===== src/rtl/lsram_apb_arbiter.sv =====
// Two-requester round-robin arbiter and APB3 master sequencer for the LSRAM APB slave.
// Optional ACCESS-phase timeout: define LSRAM_ARB_TIMEOUT_EN.
module lsram_apb_arbiter #(
  parameter int ADDR_W         = 20,
  parameter int DATA_W         = 16,
  parameter int TIMEOUT_CYCLES = 256
) (
  input  logic                  PCLK,
  input  logic                  PRESETN,
  input  logic [1:0]            REQ,
  input  logic [1:0]            REQ_WRITE,
  input  logic [2*ADDR_W-1:0]   REQ_ADDR,
  input  logic [2*DATA_W-1:0]   REQ_WDATA,
  output logic [1:0]            ACK,
  output logic [DATA_W-1:0]     RDATA,
  output logic                  ERR,
  output logic                  PSEL,
  output logic                  PENABLE,
  output logic                  PWRITE,
  output logic [ADDR_W-1:0]     PADDR,
  output logic [DATA_W-1:0]     PWDATA,
  input  logic [DATA_W-1:0]     PRDATA,
  input  logic                  PREADY,
  input  logic                  PSLVERR
);

  typedef enum logic [1:0] {ST_IDLE, ST_SETUP, ST_ACCESS} state_e;

  state_e              state_q,   state_d;
  logic                psel_q,    psel_d;
  logic                penable_q, penable_d;
  logic                pwrite_q,  pwrite_d;
  logic [ADDR_W-1:0]   paddr_q,   paddr_d;
  logic [DATA_W-1:0]   pwdata_q,  pwdata_d;
  logic [DATA_W-1:0]   rdata_q,   rdata_d;
  logic                err_q,     err_d;
  logic [1:0]          ack_q,     ack_d;
  logic                last_q,    last_d;
  logic                grant_q,   grant_d;
  logic [1:0]          eligible;
  logic                winner;
  logic                tmo_expired;

`ifdef LSRAM_ARB_TIMEOUT_EN
  localparam int CNT_W = (TIMEOUT_CYCLES > 1) ? $clog2(TIMEOUT_CYCLES) : 1;

  logic [CNT_W-1:0] tmo_cnt_q, tmo_cnt_d;

  // Counts ACCESS cycles with PREADY low; zero everywhere else, so it is clear on SETUP entry.
  always_comb begin
    tmo_cnt_d = '0;
    if (state_q == ST_ACCESS && !PREADY) tmo_cnt_d = tmo_cnt_q + 1'b1;
  end

  always_ff @(posedge PCLK) begin
    if (!PRESETN) tmo_cnt_q <= '0;
    else          tmo_cnt_q <= tmo_cnt_d;
  end

  assign tmo_expired = (tmo_cnt_q == CNT_W'(TIMEOUT_CYCLES - 1));
`else
  assign tmo_expired = 1'b0;
`endif

  // The requester being ACKed this cycle is still holding REQ and must not be re-granted.
  assign eligible = REQ & ~ack_q;
  assign winner   = (&eligible) ? ~last_q : eligible[1];

  always_comb begin
    // NOTE: every next-state variable gets its hold value first so no path can infer a latch.
    state_d   = state_q;
    psel_d    = psel_q;
    penable_d = penable_q;
    pwrite_d  = pwrite_q;
    paddr_d   = paddr_q;
    pwdata_d  = pwdata_q;
    rdata_d   = rdata_q;
    err_d     = err_q;
    ack_d     = 2'b00;
    last_d    = last_q;
    grant_d   = grant_q;

    unique case (state_q)
      ST_IDLE: begin
        if (|eligible) begin
          grant_d   = winner;
          last_d    = winner;
          pwrite_d  = REQ_WRITE[winner];
          paddr_d   = winner ? REQ_ADDR[2*ADDR_W-1:ADDR_W]   : REQ_ADDR[ADDR_W-1:0];
          pwdata_d  = winner ? REQ_WDATA[2*DATA_W-1:DATA_W] : REQ_WDATA[DATA_W-1:0];
          psel_d    = 1'b1;
          penable_d = 1'b0;
          state_d   = ST_SETUP;
        end
      end
      ST_SETUP: begin
        penable_d = 1'b1;
        state_d   = ST_ACCESS;
      end
      ST_ACCESS: begin
        // PREADY wins over a simultaneous timeout expiry.
        if (PREADY || tmo_expired) begin
          psel_d    = 1'b0;
          penable_d = 1'b0;
          ack_d     = grant_q ? 2'b10 : 2'b01;
          rdata_d   = (PREADY && !pwrite_q) ? PRDATA : '0;
          err_d     = PREADY ? PSLVERR : 1'b1;
          state_d   = ST_IDLE;
        end
      end
      default: state_d = ST_IDLE;
    endcase
  end

  // NOTE: state registers use non-blocking assignments so all flops update together at the edge.
  always_ff @(posedge PCLK) begin
    if (!PRESETN) begin
      state_q   <= ST_IDLE;
      psel_q    <= 1'b0;
      penable_q <= 1'b0;
      pwrite_q  <= 1'b0;
      paddr_q   <= '0;
      pwdata_q  <= '0;
      rdata_q   <= '0;
      err_q     <= 1'b0;
      ack_q     <= 2'b00;
      last_q    <= 1'b1;
      grant_q   <= 1'b0;
    end else begin
      state_q   <= state_d;
      psel_q    <= psel_d;
      penable_q <= penable_d;
      pwrite_q  <= pwrite_d;
      paddr_q   <= paddr_d;
      pwdata_q  <= pwdata_d;
      rdata_q   <= rdata_d;
      err_q     <= err_d;
      ack_q     <= ack_d;
      last_q    <= last_d;
      grant_q   <= grant_d;
    end
  end

  assign PSEL    = psel_q;
  assign PENABLE = penable_q;
  assign PWRITE  = pwrite_q;
  assign PADDR   = paddr_q;
  assign PWDATA  = pwdata_q;
  assign RDATA   = rdata_q;
  assign ERR     = err_q;
  assign ACK     = ack_q;

endmodule


===== config.mk =====
export PLATFORM = sky130hd
export DESIGN_NAME = lsram_apb_arbiter
export DESIGN_NICKNAME = d
export VERILOG_FILES = /design/src/rtl/lsram_apb_arbiter.sv
export SDC_FILE = /design/constraint.sdc
export NUM_CORES = 1
export LEC_CHECK = 0
export ABC_AREA = 1
export BUFFER_PORTS_ARGS = -buffer_cell sky130_fd_sc_hd__buf_2
export CAP_MARGIN = 30
export CORE_ASPECT_RATIO = 1.1
export CORE_MARGIN = 1.5
export CORE_UTILIZATION = 49
export DETAILED_ROUTE_END_ITERATION = 12
export PLACE_DENSITY = 0.9
export SYNTH_ARGS = -nofsm -noshare
export SYNTH_HDL_FRONTEND = slang
export SYNTH_SLANG_ARGS = --single-unit

===== constraint.sdc =====
create_clock -name PCLK -period 3.45 [get_ports PCLK]
set_clock_uncertainty 0.15 [all_clocks]
set_input_delay 0.345 -clock PCLK [delete_from_list [all_inputs] [get_ports PCLK]]
set_output_delay 0.345 -clock PCLK [all_outputs]
set_load 0.005 [all_outputs]

# Word level (Yosys, flattened, before mapping)
# Cells that the tools add are included.
[totals]
output_inout_bits = 58
inputBits = 96
register_bits = 62
wordCells = 47
[op_classes]
n_eq_ne = 4
n_mux = 15
magnitude_cmp = 1
reduce_logical = 13
n_bitwise = 3
[ops]
columns = ["cell", "count"]
rows = [
  ["two-way mux 16 bit", 2],
  ["two-way mux 20 bit", 1],
  ["AND reduction 3 bit", 3],
  ["AND reduction 2 bit", 4],
  ["two-way mux 1 bit", 6],
  ["two-way mux 2 bit", 3],
  ["one-hot mux 2 bit (3 select lines)", 1],
  ["inequality test 2 bit (second input constant)", 2],
  ["one-hot mux 1 bit (3 select lines)", 1],
  ["nonzero test 3 bit", 1],
  ["AND 2 bit", 1],
  ["== test 2 x 1 -> 1 bit (second input constant)", 1],
  ["== test 2 bit (second input constant)", 1],
  ["zero test 2 bit", 1],
  ["less-than comparator 1 x 2 -> 1 bit (second input constant)", 1],
  ["inverter 2 bit", 1],
  ["one-hot mux 1 bit (2 select lines)", 1],
  ["nonzero test 2 bit", 1],
  ["OR reduction 2 bit", 1],
  ["logical AND 1 bit", 1],
  ["zero test 1 bit", 1],
  ["inverter 1 bit", 1],
]

# Depth between registers and ports, before layout
# Gate-level depths: netlist of run 1.
[depth]
depth_word = 6
ltp_mapped = 9
ltp_nobuf = 7

# Worst setup path after synthesis of run 1
# No wires, ideal clock.
[synth_timing]
path_type = "register to register"
from = "register ack_q[1] (netlist: ACK[1])"
to = "register paddr_q[14] (netlist: PADDR[14])"
path_slack_ps = 2078
required_time_ps = 3188
t_arrival_ps = 1110
path_stages_with_launch = 9
setup_ps = 112
path_buffers = 2
synth_period_minus_slack_ps = 1372
path_cell_list = "dfxtp_1 > inv_1 > nand2_2 > inv_1 > buf_6 > clkbuf_1 > a21boi_0 > nor2_1 > nor2_1"
[synth_between]
elab_chain_len = 5
word_cells_on_any_way = 7
classes_between = "2 x mux; 2 x bitwise; 3 x reduce/logical"
[synth_lines]
columns = ["item", "line_no", "text"]
rows = [
  ["from (decl)", "37", "logic [1:0] ack_q, ack_d;"],
  ["from (signal assigned)", "138", "ack_q <= ack_d;"],
  ["inverter 2 bit *", "66", "assign eligible = REQ & ~ack_q;"],
  ["AND 2 bit *", "66", ""],
  ["AND reduction 2 bit", "67", "assign winner = (&eligible) ? ~last_q : eligible[1];"],
  ["two-way mux 1 bit", "67", ""],
  ["two-way mux 20 bit", "89", "paddr_d = winner ? REQ_ADDR[2*ADDR_W-1:ADDR_W] : REQ_ADDR[ADDR_W-1:0];"],
  ["to (signal assigned)", "134", "paddr_q <= paddr_d;"],
  ["to (decl)", "33", "logic [ADDR_W-1:0] paddr_q, paddr_d;"],
]
# Every way passes the cells marked *; elsewhere a longest branch is shown, timed or not.
# A chain may end at the register's enable or synchronous reset.

# Worst setup path after layout of run 1
[layout_timing]
from = "register ack_q[0] (netlist: ACK[0])"
to = "register pwdata_q[14] (netlist: PWDATA[14])"
[layout_between]
elab_chain_len = 5
word_cells_on_any_way = 7
classes_between = "2 x mux; 2 x bitwise; 3 x reduce/logical"
[layout_lines]
columns = ["item", "line_no", "text"]
rows = [
  ["inverter 2 bit *", "66", ""],
  ["AND 2 bit *", "66", ""],
  ["AND reduction 2 bit", "67", ""],
  ["two-way mux 1 bit", "67", ""],
  ["two-way mux 16 bit", "90", "pwdata_d = winner ? REQ_WDATA[2*DATA_W-1:DATA_W] : REQ_WDATA[DATA_W-1:0];"],
  ["to (signal assigned)", "135", "pwdata_q <= pwdata_d;"],
  ["to (decl)", "34", "logic [DATA_W-1:0] pwdata_q, pwdata_d;"],
]
# Marks and branches as above.

==> results of run 1 <==
==> logic make-up (layout without fill, tap and decap cells) <==
family,after synthesis,after routing,share of synthesized area
buffers and inverters,77,217,0.1093
AOI/OAI and AO/OA,60,60,0.1307
DFF,62,62,0.4015
and+or+nand+nor,274,274,0.3586
==> path summary, 6_finish.rpt <==
kind	start	endpoint	slack [ns]	depth (start not counted)
setup / recovery	ACK[0]$_SDFF_PN0_	PWDATA[14]$_SDFFE_PN0P_	1.29	7
hold / removal	PRDATA[2]	RDATA[2]$_SDFFE_PN0P_	0.11	3
setup reg to reg	ACK[0]$_SDFF_PN0_	PWDATA[14]$_SDFFE_PN0P_	1.29	7
hold reg to reg	ERR$_SDFFE_PN0P_	ERR$_SDFFE_PN0P_	0.31	2
==> cell usage in the layout (no fill, tap or decap) <==
cell type,instances
a21boi_0,35
a21boi_1,2
a21oi_1,21
a21oi_4,1
buf_2,153
buf_4,3
bufinv_16,1
clkbuf_8,9
clkinv_2,1
clkinv_4,2
clkinvlp_4,3
dfxtp_1,62
inv_1,43
inv_2,2
nand2_1,151
nand2_2,1
nand3_1,39
nand3_2,2
nand3b_1,1
nand4_1,1
nor2_1,75
nor2_2,1
nor2_4,1
nor3_1,1
nor3b_1,1
o21ai_0,1
==> report_power, final <==
part           internal, mW  switching [mW]  total, mW
Combinational         0.180           0.244      0.425
Sequential            0.784          0.0359      0.820
Clock                 0.334           0.288      0.622
Total                  1.30           0.569       1.87
==> flip-flops by register name, indices dropped and copies added (netlist names) <==
register	flops
PADDR	20
ERR	1
PENABLE	1
RDATA	16
PSEL	1
last_q	1
PWRITE	1
ACK	2
grant_q	1
state_q	2
PWDATA	16
==> worst reg2reg max path: cells and delay by family, from the launching register on <==
kind                   cells  cell delay (ns)
buffers and inverters      2             0.60
AND/OR/NAND/NOR            5             0.98
flip-flops                 1             0.32
==> area by class of cell <==
type	instances	area, um^2	area share
clock buffers	9	123.9	0.03085
flip-flops and latches	62	1241	0.3091
well taps	80	100.1	0.02493
inverters	45	168.9	0.04207
repair buffers	156	788.3	0.1963
clock inverters	7	75.07	0.01870
multi-input cells	334	1518	0.3780
==> through the flow <==
stage,worst slack [ns],utilization
after floorplan,2.078,-
after global placement,1.330,0.6237
after detailed placement,1.250,0.6237
after CTS,1.297,0.6562
after global routing,1.061,0.6562
final,1.293,0.6562
==> layer usage <==
layer	track usage	share of wire	vias to the layer above
met5	0	0	-
met2	0.4310	0.50	117
li1	-	-	1733
met3	0.05684	0.071	8
met4	0.06818	0.011	0
met1	0.2433	0.42	1443
==> qor.csv, run 1 <==
stage,metric,value,unit
synthesis,"Distinct cells, synth",22,
sta,"Hold Vio Cnt, Final",0,
worst_setup_path,CP required,3.52,ns
worst_setup_path,CP Data Arrival Time,2.23,ns
worst_setup_path,worst path cell trace,inv_1 > nand3_2 > buf_4 > nand3_1 > nand2_1 > nor2_1 > nor2_1,
power,Total Power,1.867,mW
min_path,Tightest Hold Check Type,in2reg,
global_routing,gr ovfl total,0,
run_status,status,"complete, no violations",
synthesis,Ys Warns,0,
clock_network,TritonCTS clock tree,yes,
global_routing,GRT Util Overall,0.2261,
sta,Setup TNS,0,ns
clock_network,post-CTS setup buffer count,0,
synthesis,Post-Syn Instances,473,
final_layout,antenna cell count,0,
power,Peak supply drop,0.2711,mV
synthesis,syn avg cell area,6.536,um^2
final_layout,"Design Area, Final",4015,um^2
worst_setup_path,"CP delay by family, top",simple AND/OR/NAND/NOR gates,
clock_network,H-tree depth,3,
final_layout,Non-Filler Instances,693,
drt,Routed WL per cell,10.93,um
sta,final-report max-slew violation count,0,
final_layout,share of cells above drive strength 1,0.2936,
global_routing,number of global-route vias before repair,3038,
clock_network,CTS Buf Count,9,
worst_setup_path,CP Max Fanout,47,
sta,RSZ-0062 raised after global routing,false,
worst_setup_path,Setup crit start kind,flip-flop,
worst_setup_path,critical path class,reg2reg,
drt,Via Count,3301,
global_routing,pin count of the biggest net entering global routing,76,
global_routing,wire length of the first global-routing pass,12.38,mm
drt,Residual DRC,0,
global_routing,initial antenna violation count,0,
synthesis,synthesized net count,569,
place,Area after DPL,3816,um^2
synthesis,asr flop ratio synth,0,
floorplanning,FP Rows,30,
floorplanning,Initial Util,0.5053,
place,port bufs,153,
drt,DRT Wirelength,7.576,mm
synthesis,#FFs+latches synth,62,
sta,Max Fclk,463.6,MHz
floorplanning,chip height,86.31,um
power,Power per Cell Area,465.0,nW/um^2
floorplanning,core area,6118,um^2
run,count of maximum capacitance violations,0,
worst_setup_path,crit-path max cell delay,0.61,ns
place,DP Wirelength,5.343,mm
final_layout,Layout area overhead,29.87,%
synthesis,Synth top cells by count,"nand2_1, nor2_1, dfxtp_1",
clock_network,CTS Sinks,62,
synthesis,Syn Std Cell Area,3092,um^2
clock_network,# resized after CTS,0,
worst_setup_path,Critical path buffers and inverters,2,
clock_network,clk slew on worst S/H paths,0.08,ns
sta,relative max-transition margin,0.3038,
floorplanning,num ports,154,
synthesis,sequential fraction of the synthesis area,0.4015,
synthesis,Synth area leaders,"dfxtp_1, nand2_1, nor2_1",
floorplanning,die area,6796,um^2
sta,Slew @ Worst Pin,1.044,ns
synthesis,leading register cell type out of synthesis,dfxtp_1,
final_layout,Fillers,546,
clock_network,Max clock buf depth,2,
drt,Pre-antenna DRT Iters,4,
synthesis,most frequent cell after synthesis,nand2_1,
drt,DRT iter0 DRCs,116,
clock_network,clk root buf,clkbuf_8,
sta,Final setup violation count,0,
floorplanning,die width,78.74,um
sta,crit path time final,2.157,ns
synthesis,Post-synth EDFFs,0,
power,Leak,2.126,nW
final_layout,NumNets Final,704,
drt,Vias/cell,4.763,
worst_setup_path,"Top cell by count, worst path",nor2_1,
clock_network,hold buffers post-CTS,0,
clock_network,Worst-Skew Late Latency,0.33,ns
drt,antenna-violating nets left,0,
worst_setup_path,nature of the critical path endpoint,flip-flop,
synthesis,Yosys top cell by area,dfxtp_1,
worst_setup_path,slowest CP cell,nand3_2,
sta,Fin Hold WS,0.1103,ns
place,GPL Wtd Cong,0.7620,
sta,period utilization,0.6252,
synthesis,share of Yosys cell area claimed by the top area cell type,0.4015,
place,Placed Cells,677,
Power figures use the tool's default switching activity.
==> run 2, diff against run 1 <==
--- a/config.mk
+++ b/config.mk
@@ -5,14 +5,14 @@
 export SDC_FILE = /design/constraint.sdc
 export NUM_CORES = 1
 export LEC_CHECK = 0
-export ABC_AREA = 1
+export ABC_AREA = 0
 export BUFFER_PORTS_ARGS = -buffer_cell sky130_fd_sc_hd__buf_2
 export CAP_MARGIN = 30
 export CORE_ASPECT_RATIO = 1.1
 export CORE_MARGIN = 1.5
-export CORE_UTILIZATION = 49
+export CORE_UTILIZATION = 43
 export DETAILED_ROUTE_END_ITERATION = 12
-export PLACE_DENSITY = 0.9
+export PLACE_DENSITY = 0.84
 export SYNTH_ARGS = -nofsm -noshare
 export SYNTH_HDL_FRONTEND = slang
 export SYNTH_SLANG_ARGS = --single-unit
==> constraint.sdc (replaced) <==
create_clock -name PCLK -period 2 [get_ports PCLK]
set_clock_uncertainty 0.15 [all_clocks]
set_input_delay 0.2 -clock PCLK [delete_from_list [all_inputs] [get_ports PCLK]]
set_output_delay 0.2 -clock PCLK [all_outputs]
set_load 0.005 [all_outputs]
==> qor.csv, run 2 <==
stage,metric,value,unit,change
final_layout,"commonest non-fill, non-tap cell in the layout",buf_2,,unchanged
sta,relative max-transition margin,0.7111,,was 0.3038
synthesis,share of Yosys cell area claimed by the top area cell type,0.4719,,was 0.4015
final_layout,max reg flops,20,,unchanged
sta,"Hold Vio Cnt, Final",0,,unchanged
drt,Residual DRC,0,,unchanged
clock_network,Worst-Skew Late Latency,0.32,ns,was 0.33 ns
place,port bufs,153,,unchanged
synthesis,Syn Std Cell Area,2630,um^2,was 3092 um^2
synthesis,most frequent cell after synthesis,nand2_1,,unchanged
global_routing,gr ovfl total,0,,unchanged
sta,final-report max-slew violation count,0,,unchanged
final_layout,share of cells above drive strength 1,0.3488,,was 0.2936
power,Int Power,2.359,mW,was 1.298 mW
global_routing,grt met3 use,0.05269,,was 0.05684
worst_setup_path,reg2reg end,PADDR[10]$_SDFFE_PN0P_,,was PWDATA[14]$_SDFFE_PN0P_
clock_network,CTS Sinks,62,,unchanged
final_layout,Fillers,399,,was 546
sta,RSZ-0062 raised after global routing,false,,unchanged
worst_setup_path,nature of the critical path endpoint,flip-flop,,unchanged
place,GPL Wtd Cong,0.7946,,was 0.7620
worst_setup_path,crit-path max cell delay,0.36,ns,was 0.61 ns
place,DP Wirelength,4.710,mm,was 5.343 mm
floorplanning,core area,5842,um^2,was 6118 um^2
global_routing,pin count of the biggest net entering global routing,63,,was 76
worst_setup_path,slowest CP cell,buf_4,,was nand3_2
worst_setup_path,"CP delay by family, top",simple AND/OR/NAND/NOR gates,,unchanged
clock_network,clk root buf,clkbuf_8,,unchanged
drt,antenna-violating nets left,0,,unchanged
worst_setup_path,R2R depth,5,,was 7
worst_setup_path,Critical path buffers and inverters,1,,was 2
power,Flop pwr share,0.436,,was 0.439
global_routing,M1 GR Usage,0.2827,,was 0.2433
worst_setup_path,CP required,2.09,ns,was 3.52 ns
worst_setup_path,reg2reg setup slack,0.42,ns,was 1.29 ns
clock_network,clk slew on worst S/H paths,0.07,ns,was 0.08 ns
sta,Setup TNS,0,ns,unchanged
synthesis,synthesized net count,411,,was 569
floorplanning,die width,77.57,um,was 78.74 um
floorplanning,die area,6595,um^2,was 6796 um^2
power,Comb power frac,0.223,,was 0.227
sta,period utilization,0.7910,,was 0.6252
drt,Routed WL per cell,15.24,um,was 10.93 um
final_layout,Layout area overhead,65.84,%,was 29.87%
final_layout,NumNets Final,630,,was 704
power,Switching Fraction,0.2742,,was 0.3046
global_routing,met2 Use GR,0.5048,,was 0.4310
synthesis,Ys Warns,0,,unchanged
synthesis,"Distinct cells, synth",25,,was 22
synthesis,Yosys top cell by area,dfxtp_1,,unchanged
global_routing,grt peak-use layer,met2,,unchanged
floorplanning,FP Rows,29,,was 30
min_path,Tightest Hold Check Type,in2reg,,unchanged
power,Leak,2.058,nW,was 2.126 nW
global_routing,number of global-route vias before repair,3197,,was 3038
worst_setup_path,CP Max Fanout,38,,was 47
run_status,status,"complete, no violations",,unchanged
worst_setup_path,worst path cell trace,nand3b_1 > and2_1 > buf_4 > nand2_1 > a31oi_1,,was inv_1 > nand3_2 > buf_4 > nand3_1 > nand2_1 > nor2_1 > nor2_1
drt,Vias/cell,5.243,,was 4.763
worst_setup_path,CP Data Arrival Time,1.67,ns,was 2.23 ns
synthesis,syn avg cell area,8.349,um^2,was 6.536 um^2
synthesis,asr flop ratio synth,0,,unchanged
sta,Slew @ Worst Pin,0.4334,ns,was 1.044 ns
floorplanning,chip height,85.03,um,was 86.31 um
clock_network,TritonCTS clock tree,yes,,unchanged
floorplanning,Initial Util,0.4502,,was 0.5053
run,count of maximum capacitance violations,0,,unchanged
drt,Via Count,3235,,was 3301
power,Psw,891.2,uW,was 568.7 uW
power,Peak supply drop,0.4604,mV,was 0.2711 mV
worst_setup_path,worst r2r src,ACK[0]$_SDFF_PN0_,,unchanged
synthesis,Post-synth EDFFs,0,,unchanged
min_path,Hold EP,state_q[1]$_SDFFE_PN0P_,,was RDATA[2]$_SDFFE_PN0P_
floorplanning,num ports,154,,unchanged
synthesis,Synth top cells by count,"nand2_1, dfxtp_1, a31oi_1",,"was nand2_1, nor2_1, dfxtp_1"
synthesis,Post-Syn Instances,315,,was 473
clock_network,H-tree depth,3,,unchanged
sta,crit path time final,1.582,ns,was 2.157 ns
sta,Final setup violation count,0,,unchanged
sta,Max Fclk,632.1,MHz,was 463.6 MHz
synthesis,sequential fraction of the synthesis area,0.4719,,was 0.4015
synthesis,#FFs+latches synth,62,,unchanged
worst_setup_path,Setup crit start kind,flip-flop,,unchanged
final_layout,most frequent cells in the layout,"buf_2, nand2_1, dlygate4sd3_1",,"was buf_2, nand2_1, nor2_1"
final_layout,Layout Utilization,0.7466,,was 0.6562
drt,DRT iter0 DRCs,128,,was 116
global_routing,initial antenna violation count,1,,was 0
clock_network,Max clock buf depth,2,,unchanged
synthesis,leading register cell type out of synthesis,dfxtp_1,,unchanged
clock_network,CTS Buf Count,9,,unchanged
power,Clock Power Share,0.341,,was 0.333
global_routing,wire length of the first global-routing pass,14.47,mm,was 12.38 mm
power,Power per Cell Area,745.2,nW/um^2,was 465.0 nW/um^2
min_path,Hold Path Depth,4,,was 3
global_routing,GRT Util Overall,0.2804,,was 0.2261
drt,Pre-antenna DRT Iters,5,,was 4
drt,DRT Wirelength,9.404,mm,was 7.576 mm
synthesis,Synth area leaders,"dfxtp_1, nand2_1, a31oi_1",,"was dfxtp_1, nand2_1, nor2_1"
min_path,hold path startpoint,PREADY,,was PRDATA[2]
worst_setup_path,critical path class,reg2reg,,unchanged
-- run 2: cell count changes in the layout (fill, tap and decap cells not counted), sizes merged, moves of 4 or more --
cell,delta
inv,-44
a21boi,-34
a21oi,-4
nand2,-71
nor2,-73
dlygate4sd3,+75
o21ai,+37
nor2b,+19
a31oi,+37
nor3b,+15
nand3,-40
-- run 2: worst max path at each step --
stage	startpoint	to	slack [ns]	cells past startpoint
floorplan	ACK[0]$_SDFF_PN0_	PADDR[10]$_SDFFE_PN0P_	0.69	6
global placement	state_q[1]$_SDFFE_PN0P_	RDATA[15]$_SDFFE_PN0P_	0.54	4
detailed placement	state_q[1]$_SDFFE_PN0P_	RDATA[0]$_SDFFE_PN0P_	0.47	4
CTS	ACK[0]$_SDFF_PN0_	PADDR[13]$_SDFFE_PN0P_	0.47	5
global route	state_q[1]$_SDFFE_PN0P_	RDATA[0]$_SDFFE_PN0P_	0.28	4
finish	ACK[0]$_SDFF_PN0_	PADDR[10]$_SDFFE_PN0P_	0.42	5
-- run 2: power groups by stage --
stage               clock network [mW]  registers [mW]  logic [mW]
detailed placement                   0            1.44       0.579
global placement                     0            1.44       0.562
global route                      1.18            1.43       0.783
finish                            1.11            1.42       0.725
floorplan                            0            1.44       0.317
CTS                               1.13            1.41       0.689
-- run 2: timing repair --
item / 4_1_cts / 5_1_grt
hold buffers: 74 / 1
setup buffers: 0 / 0
endpoints found under the hold margin: 38 / 1
resized for setup: 0 / 0
-- run 2: cells by family after synthesis --
kind of cell / Yosys count / share of synthesized area
simple gates: 129 / 0.2617
compound gates: 97 / 0.2065
buf+inv: 27 / 0.05994
flops: 62 / 0.4719
-- run 2: layout make-up --
class,count,area (um^2),share of cell area
diodes,1,2.502,0.0005737
clock buffers,12,155.1,0.03557
clock inverters,4,45.04,0.01033
inverters,1,3.754,0.0008606
multi-input cells,226,1231,0.2823
flip-flops and latches,62,1241,0.2846
well taps,77,96.34,0.02209
repair buffers,234,1587,0.3637
-- run 2: worst reg2reg max path: cells and delay by family, from the launching register on --
kind | cells | cell delay [ns]
flops | 1 | 0.34
buf+inv | 1 | 0.36
simple gates | 3 | 0.43
compound gates | 1 | 0.22
-- run 2: per-layer routing --
layer,up-vias,routed length (um)
li1,1519,-
met1,1458,3406
met3,55,642
met5,-,0
met4,0,557
met2,203,4797
-- run 2: through the flow --
step	hold slack [ns]	area (um^2)	power, mW	std cells	setup slack [ns]
after CTS	0.0002809	4349	3.230	615	0.4680
final	0.05624	4362	3.250	617	0.4180
after floorplan	0.1883	2630	1.761	315	0.6905
after global placement	0.2694	3408	1.997	525	0.5436
after global routing	0.06366	4362	3.390	617	0.2844
after detailed placement	0.2792	3408	2.016	525	0.4726
==> run 3, diff against run 2 <==
--- a/config.mk
+++ b/config.mk
@@ -5,14 +5,14 @@
 export SDC_FILE = /design/constraint.sdc
 export NUM_CORES = 1
 export LEC_CHECK = 0
-export ABC_AREA = 0
+export ABC_AREA = 1
 export BUFFER_PORTS_ARGS = -buffer_cell sky130_fd_sc_hd__buf_2
 export CAP_MARGIN = 30
 export CORE_ASPECT_RATIO = 1.1
 export CORE_MARGIN = 1.5
-export CORE_UTILIZATION = 43
+export CORE_UTILIZATION = 46
 export DETAILED_ROUTE_END_ITERATION = 12
-export PLACE_DENSITY = 0.84
+export PLACE_DENSITY = 0.85
 export SYNTH_ARGS = -nofsm -noshare
 export SYNTH_HDL_FRONTEND = slang
 export SYNTH_SLANG_ARGS = --single-unit
==> constraint.sdc (replaced) <==
create_clock -name PCLK -period 1.5 [get_ports PCLK]
set_clock_uncertainty 0.15 [all_clocks]
set_input_delay 0.15 -clock PCLK [delete_from_list [all_inputs] [get_ports PCLK]]
set_output_delay 0.15 -clock PCLK [all_outputs]
set_load 0.005 [all_outputs]
==> qor.csv, run 3 (synthesized netlist as in run 1, its figures left out) <==
stage,metric,value,unit,change
sta,Setup TNS,0,ns,unchanged
global_routing,number of global-route vias before repair,3277,,was 3197
drt,Pre-antenna DRT Iters,6,,was 5
floorplanning,chip height,88.99,um,was 85.03 um
sta,Fin Hold WS,0.007801,ns,was 0.05624 ns
sta,Final setup violation count,0,,unchanged
clock_network,clk slew on worst S/H paths,0.07,ns,about the same
worst_setup_path,CP Max Fanout,22,,was 38
sta,Max Fclk,693.6,MHz,was 632.1 MHz
power,Leak,2.423,nW,was 2.058 nW
clock_network,H-tree depth,3,,unchanged
global_routing,wire length of the first global-routing pass,13.81,mm,was 14.47 mm
power,Total Power,4.961,mW,was 3.250 mW
run,count of maximum capacitance violations,0,,unchanged
sta,final-report max-slew violation count,0,,unchanged
drt,Routed WL per cell,12.90,um,was 15.24 um
floorplanning,die width,81.17,um,was 77.57 um
place,DP Wirelength,5.812,mm,was 4.710 mm
sta,Slew @ Worst Pin,0.2837,ns,was 0.4334 ns
worst_setup_path,worst path cell trace,inv_1 > nand3_2 > buf_4 > nand2_1 > a21oi_1,,was nand3b_1 > and2_1 > buf_4 > nand2_1 > a31oi_1
global_routing,gr ovfl total,0,,unchanged
global_routing,GRT Util Overall,0.2483,,was 0.2804
min_path,Tightest Hold Check Type,in2reg,,unchanged
drt,Via Count,3594,,was 3235
clock_network,Max clock buf depth,2,,unchanged
worst_setup_path,worst r2r src,state_q[0]$_SDFFE_PN0P_,,was ACK[0]$_SDFF_PN0_
floorplanning,FP Rows,31,,was 29
clock_network,TritonCTS clock tree,yes,,unchanged
power,Peak supply drop,0.5421,mV,was 0.4604 mV
drt,DRT Wirelength,9.595,mm,was 9.404 mm
global_routing,initial antenna violation count,0,,was 1
final_layout,"commonest non-fill, non-tap cell in the layout",buf_2,,unchanged
place,GPL Wtd Cong,0.7578,,was 0.7946
final_layout,most frequent cells in the layout,"buf_2, nand2_1, nor2_1",,"was buf_2, nand2_1, dlygate4sd3_1"
worst_setup_path,crit path launch,state_q[0]$_SDFFE_PN0P_,,was ACK[0]$_SDFF_PN0_
drt,Residual DRC,0,,unchanged
worst_setup_path,"CP delay by family, top",flip-flops,,was simple AND/OR/NAND/NOR gates
place,port bufs,153,,unchanged
clock_network,clk root buf,clkbuf_8,,unchanged
sta,relative max-transition margin,0.8109,,was 0.7111
floorplanning,Initial Util,0.4717,,was 0.4502
final_layout,share of cells above drive strength 1,0.2915,,was 0.3488
floorplanning,die area,7222,um^2,was 6595 um^2
worst_setup_path,critical path class,reg2reg,,unchanged
worst_setup_path,CP required,1.60,ns,was 2.09 ns
drt,Vias/cell,4.831,,was 5.243
worst_setup_path,CP Data Arrival Time,1.55,ns,was 1.67 ns
worst_setup_path,Setup crit start kind,flip-flop,,unchanged
final_layout,Layout area overhead,50.91,%,was 65.84%
final_layout,max reg flops,20,,unchanged
sta,"Hold Vio Cnt, Final",0,,unchanged
sta,Setup WS post-layout,0.05817,ns,was 0.4180 ns
global_routing,pin count of the biggest net entering global routing,41,,was 63
sta,period utilization,0.9612,,was 0.7910
place,DP Worst Slack,0.1007,ns,was 0.4726 ns
worst_setup_path,crit-path max cell delay,0.40,ns,was 0.36 ns
drt,antenna-violating nets left,0,,unchanged
clock_network,Worst-Skew Late Latency,0.35,ns,was 0.32 ns
worst_setup_path,slowest CP cell,dfxtp_1,,was buf_4
run_status,status,"complete, no violations",,unchanged
worst_setup_path,nature of the critical path endpoint,flip-flop,,unchanged
drt,DRT iter0 DRCs,113,,was 128
final_layout,NumNets Final,754,,was 630
final_layout,antenna cell count,0,,was 1
place,Area after DPL,3994,um^2,was 3408 um^2
final_layout,"Design Area, Final",4666,um^2,was 4362 um^2
min_path,hold path startpoint,REQ_WDATA[18],,was PREADY
sta,crit path time final,1.442,ns,was 1.582 ns
clock_network,CTS Sinks,62,,unchanged
clock_network,CTS Buf Count,9,,unchanged
power,Power per Cell Area,1063,nW/um^2,was 745.2 nW/um^2
floorplanning,core area,6555,um^2,was 5842 um^2
worst_setup_path,Critical path buffers and inverters,2,,was 1
final_layout,Fillers,536,,was 399
floorplanning,num ports,154,,unchanged
-- run 3: cell count changes in the layout (fill, tap and decap cells not counted), moves of 9 or more --
cell           previous run  this run
nand2_1                  80       150
nand3_1                   1        39
dlygate4sd3_1            75        38
nor3b_2                  10         0
a31oi_1                  37         0
inv_1                     1        43
nor2_1                    4        75
a21boi_0                  2        33
o21ai_1                   9         0
o21ai_0                  29         1
nor2b_1                  18         0
-- run 3: area by class of cell --
cell class,count,area (um^2),share of cell area
multi-input cells,334,1525,0.3269
flip-flops and latches,62,1242,0.2663
clock buffers,12,165.2,0.03540
inverters,45,168.9,0.03620
well taps,82,102.6,0.02199
repair buffers,206,1371,0.2939
clock inverters,3,90.09,0.01931
-- run 3: path summary, 6_finish.rpt --
check | end | slack, ns | cells past startpoint
setup / recovery | RDATA[10]$_SDFFE_PN0P_ | 0.06 | 5
hold reg to reg | ERR$_SDFFE_PN0P_ | 0.30 | 2
hold / removal | PWDATA[2]$_SDFFE_PN0P_ | 0.008 | 5
setup reg to reg | RDATA[10]$_SDFFE_PN0P_ | 0.06 | 5
-- run 3: stage by stage --
| step | utilization | instances |
|---|---|---|
| after floorplan | - | 473 |
| after global placement | 0.6093 | 689 |
| after detailed placement | 0.6093 | 689 |
| after CTS | 0.7062 | 742 |
| after global routing | 0.7118 | 744 |
| final | 0.7118 | 744 |
-- run 3: per-layer routing --
layer  vias to the layer above  routed length (um)  GRT usage
li1                       1821                   -          -
met1                      1596                3821     0.2498
met2                       150                4809     0.4682
met3                        27                 667    0.05816
met4                         0                 296     0.1364
met5                         -                   0          0
-- run 3: what timing repair did --
| action | CTS | global route |
|---|---|---|
| setup buffers | 0 | 2 |
| hold endpoints to repair | 38 | 0 |
| endpoints found under the setup margin | 0 | 39 |
| hold buffers | 38 | 0 |
| gates resized for setup | 0 | 5 |
-- run 3: power by group --
group | total [mW] | internal, mW | switching (mW)
combinational | 1.20 | 0.574 | 0.622
sequential | 1.89 | 1.80 | 0.0897
clock | 1.87 | 1.23 | 0.640
total | 4.96 | 3.61 | 1.35
-- run 3: worst min-delay path, stage by stage --
cell	delay [ns]
buf_2	0.08
nand3_1	0.07
nand2_1	0.07
nor2_1	0.04
nor2_1	0.06
